**src/rtl/prng_pkg.sv**
```systemverilog
// prng_pkg: shared constants and types for the PRNG64 pipeline
package prng_pkg;
    localparam logic [63:0] DEF_MULT = 64'h5851F42D4C957F2D;
    localparam logic [63:0] DEF_INC  = 64'h14057B7EF767814F;
    typedef logic [63:0] state_t;
    typedef enum logic [1:0] {IDLE, WARM, RUN} fsm_t;
endpackage

```
**src/rtl/lcg64_step.sv**
```systemverilog
// lcg64_step: combinational LCG step, next = state*MULT + INC mod 2^64
module lcg64_step
    import prng_pkg::*;
#(
    parameter logic [63:0] MULT = DEF_MULT,
    parameter logic [63:0] INC  = DEF_INC
) (
    input  state_t state,
    output state_t next
);
    assign next = state * MULT + INC;
endmodule

```
**src/rtl/lcg64_core.sv**
```systemverilog
// lcg64_core: 64-bit LCG with seed load, warm-up discard and valid/ready output
module lcg64_core
    import prng_pkg::*;
#(
    parameter logic [63:0] MULT   = DEF_MULT,
    parameter logic [63:0] INC    = DEF_INC,
    parameter int unsigned WARMUP = 4
) (
    input  logic        clk,
    input  logic        rst,
    input  logic        seed_valid,
    output logic        seed_ready,
    input  logic [63:0] seed,
    output logic        out_valid,
    input  logic        out_ready,
    output logic [31:0] out_data,
    output logic [31:0] word_count
);
    localparam int CW = (WARMUP == 0) ? 1 : $clog2(WARMUP + 1);
    fsm_t          fsm, fsm_n;
    state_t        st, nxt;
    logic [CW-1:0] cnt;
    logic          seed_acc, fire;
    lcg64_step #(.MULT(MULT), .INC(INC)) u_step (.state(st), .next(nxt));
    assign seed_ready = rst && (fsm != WARM);
    assign out_valid  = (fsm == RUN);
    assign out_data   = st[63:32];
    assign seed_acc   = seed_valid && seed_ready;
    assign fire       = out_valid && out_ready;
    // state register of the control FSM
    always_ff @(posedge clk) begin
        if (!rst) fsm <= IDLE;
        else      fsm <= fsm_n;
    end
    // next state: a seed always restarts, warm-up ends when the counter hits zero
    always_comb begin
        fsm_n = fsm;
        if (seed_acc) fsm_n = (WARMUP == 0) ? RUN : WARM;
        else if (fsm == WARM && cnt == CW'(1)) fsm_n = RUN;
    end
    // datapath: seed load has priority over warm-up and output steps
    always_ff @(posedge clk) begin
        if (!rst) begin
            st         <= '0;
            cnt        <= '0;
            word_count <= '0;
        end else if (seed_acc) begin
            st         <= seed;
            cnt        <= CW'(WARMUP);
            word_count <= '0;
        end else if (fsm == WARM) begin
            st  <= nxt;
            cnt <= cnt - CW'(1);
        end else if (fire) begin
            st         <= nxt;
            word_count <= word_count + 32'd1;
        end
    end
endmodule

```
**config.mk**
```make
export PLATFORM = sky130hd
export DESIGN_NAME = lcg64_core
export DESIGN_NICKNAME = d
export VERILOG_FILES = /design/src/rtl/prng_pkg.sv /design/src/rtl/lcg64_step.sv /design/src/rtl/lcg64_core.sv
export SDC_FILE = /design/constraint.sdc
export NUM_CORES = 2
export LEC_CHECK = 0
export CAP_MARGIN = 20
export CORE_UTILIZATION = 50
export DETAILED_ROUTE_END_ITERATION = 8
export GPL_TIMING_DRIVEN = 1
export PLACE_DENSITY = 0.79
export SLEW_MARGIN = 20
export SYNTH_ARGS = -nofsm -noshare
export SYNTH_HDL_FRONTEND = slang
export SYNTH_SLANG_ARGS = --single-unit
```
**constraint.sdc**
```tcl
create_clock -name clk -period 8.5 [get_ports clk]
set_clock_uncertainty 0.15 [all_clocks]
set_input_delay 1.275 -clock clk [delete_from_list [all_inputs] [get_ports clk]]
set_output_delay 1.275 -clock clk [all_outputs]
set_load 0.03 [all_outputs]
```
==> results.toml <==
[sta]
fin_crit_ps = 8400
setup_viol = 0
tightest_slew_ps = 1020
maxSlewHeadroom_pct = 32.3
hold_viol_final = 0
grt_setup_unrepaired = "yes"
period_share_pct = 98.8
fin_setup_tns_ps = 0
maxSlewViolCount = 0
fmax_mhz = 119

[cts]
cts_tree = "built"
cts.path.max_buffers = 2
htreeDepth = 3
clk_latency_ps = 430
cts_hold_buf = 0
cts-buffers-inserted = 9
clock_sinks = 101
path_clk_slew_ps = 100
root_buffer = "clkbuf_16"

[synthesis]
synthCells = 3854
netlist-cell-type-count = 73
syn-num-nets = 5461
synth_edf_count = 0
syn_area_per_cell_um2 = 10.1
synthArstFlopShare_pct = 0
yosysWarningCount = 0
ys_ff_latch = 101
yosys.area.top_type = "fa_1"
synth_top_area_share_pct = 48.7
synthFlopType = "dfxtp_1"
ys_top_cells_by_area = "fa_1 (49%), ha_1 (19%), inv_1 (12%)"
synth_area_um2 = 39100
ys_seq_area_share_pct = 5.17

[global_route]
antenna_found_initial = 5
grt.overflow.total = 0
grt_use_total_pct = 38.3
grt_pass1_vias = 32000
grt_pass1_wl_mm = 212
grt_max_degree = 85

[detailed_routing]
finalWirelength_mm = 145
drt-wirelength-per-cell_um = 26.8
vias = 29500
viasPerCell = 5.43
ant_nets = 0
drt-initial-drc-count = 2792
drc = 0
first_pass_iters = 5

[setup_path]
critPathMaxFanout = 3
critPathCaptureType = "register"
worstRegToRegCells = 29
path_common_cell = "fa_1"
required_ps = 8640
path_class = "register to register"
slowest_delay_ps = 580
critPathLaunchType = "register"
crit_path_top_delay_cell = "fa_1"
reg2reg_setup_slack_ps = 100
cp.arrival_ps = 8540

[status]
status = "complete, no violations"

[floorplan]
die_h_um = 282
die_w_um = 282
ioPinCount = 134
die_area_um2 = 79400
fp.coreArea_um2 = 77500
start_util_pct = 50.5
fp-row-count = 102

[placement]
io_buffers = 133
dp_hpwl_mm = 131
globalplace.congestion = 1.11

[job]
drv_cap = 0

[hold_path]
hold_depth = 2
hp-class = "register to register"

[finish]
syn2layout_area_growth_pct = 17.9
layout.nets = 5995
layout-drive-gt1-share_pct = 16.8
-- critical path: cells and delay by family, from the launching register on --
family | cells | cell delay [ps]
AOI/OAI and AO/OA | 6 | 780
xor gates and xnor gates | 1 | 140
and+or+nand+nor | 2 | 430
adders and majority gates | 11 | 5480
buffers and inverters | 9 | 900
DFF | 1 | 370
-- sequential cells by signal, indices dropped and copies added, names as in the netlist --
| register | cells |
|---|---|
| cnt | 3 |
| fsm | 2 |
| st | 64 |
| word_count | 32 |
-- routing by layer --
layer	wire (µm)	global-route usage (%)
met4	13700	26.4
met2	62700	57.6
met1	53100	47.7
met5	45	0
met3	15800	11.1
-- layout by cell type (no fill, tap or decap), types with 10 or more instances in the layout --
cell	netlist	layout
inv_1	1290	1241
fa_1	951	904
ha_1	588	558
buf_4	32	462
clkdlybuf4s50_1	0	132
nand2_1	119	114
xnor2_1	105	105
a21oi_1	118	100
dfxtp_1	101	71
nor2_1	70	64
xor2_1	54	51
inv_2	0	48
fa_2	0	47
o21ai_0	56	46
a21o_1	39	39
o211ai_1	30	30
o211a_1	25	25
dfxtp_2	0	25
ha_4	0	24
nand3_1	25	23
nor2b_1	16	16
a21oi_2	1	15
o21ai_1	12	15
nand4_1	12	12
buf_6	0	12
and3_1	11	10
-- layout make-up --
cell class | instances | area [µm²]
inverters | 1290 | 4840
repair buffers | 612 | 5020
well taps | 1040 | 1300
fillers | 6540 | 31400
clock buffers | 9 | 225
flip-flops and latches | 101 | 2070
multi-input cells | 2374 | 32500
clock inverters | 7 | 88.8
diodes | 2 | 5.00
-- through the flow --
step | utilization, % | area [µm²] | hold WS, ps | std cells | setup WS (ps)
floorplan | - | 39100 | 299 | 3854 | 14.3
global placement | 57.9 | 44800 | 313 | 5404 | -492
detailed placement | 57.9 | 44900 | 336 | 5405 | -588
CTS | 58.7 | 45500 | 353 | 5425 | 3.67
global route | 59.5 | 46100 | 373 | 5433 | -198
finish | 59.5 | 46100 | 353 | 5435 | 101
-- worst paths after layout --
kind / from / to
worst min-delay path: cnt[2] / cnt[2]
worst max-delay path: st[32] / st[57]
worst max register to register: st[32] / st[57]
worst min register to register: cnt[2] / cnt[2]
-- kinds of logic (layout without fill, tap and decap cells) --
| kind of cell | after synthesis | in the layout | synth area share, % |
|---|---|---|---|
| adders and majority gates | 1539 | 1539 | 67.5 |
| DFF | 101 | 101 | 5.17 |
| buffers and inverters | 1379 | 1918 | 13.6 |
| xor gates and xnor gates | 159 | 159 | 3.56 |
| other | 0 | 2 | 0 |
| AOI/OAI and AO/OA | 368 | 368 | 6.45 |
| and+or+nand+nor | 308 | 308 | 3.78 |
-- cells in the mapped netlist, types with 9 or more instances --
cell	instances
nor3_1	9
xor2_1	54
a31oi_1	9
clkbuf_1	42
o21ai_1	12
o211a_1	25
nor2_1	70
nor2b_1	16
buf_4	32
xnor2_1	105
o211ai_1	30
dfxtp_1	101
o21ai_0	56
ha_1	588
fa_1	951
a21o_1	39
nand3_1	25
nand2_1	119
a21oi_1	118
inv_1	1290
nand4_1	12
and3_1	11
-- repair_timing --
action	in CTS	in global routing
pin swaps	36	104
setup buffers	4	9
endpoints found under the setup margin	27	36
resized for setup	75	179
Power is not shown: default switching activity piles up to over one toggle a cycle in this logic, so the estimate is an artifact.
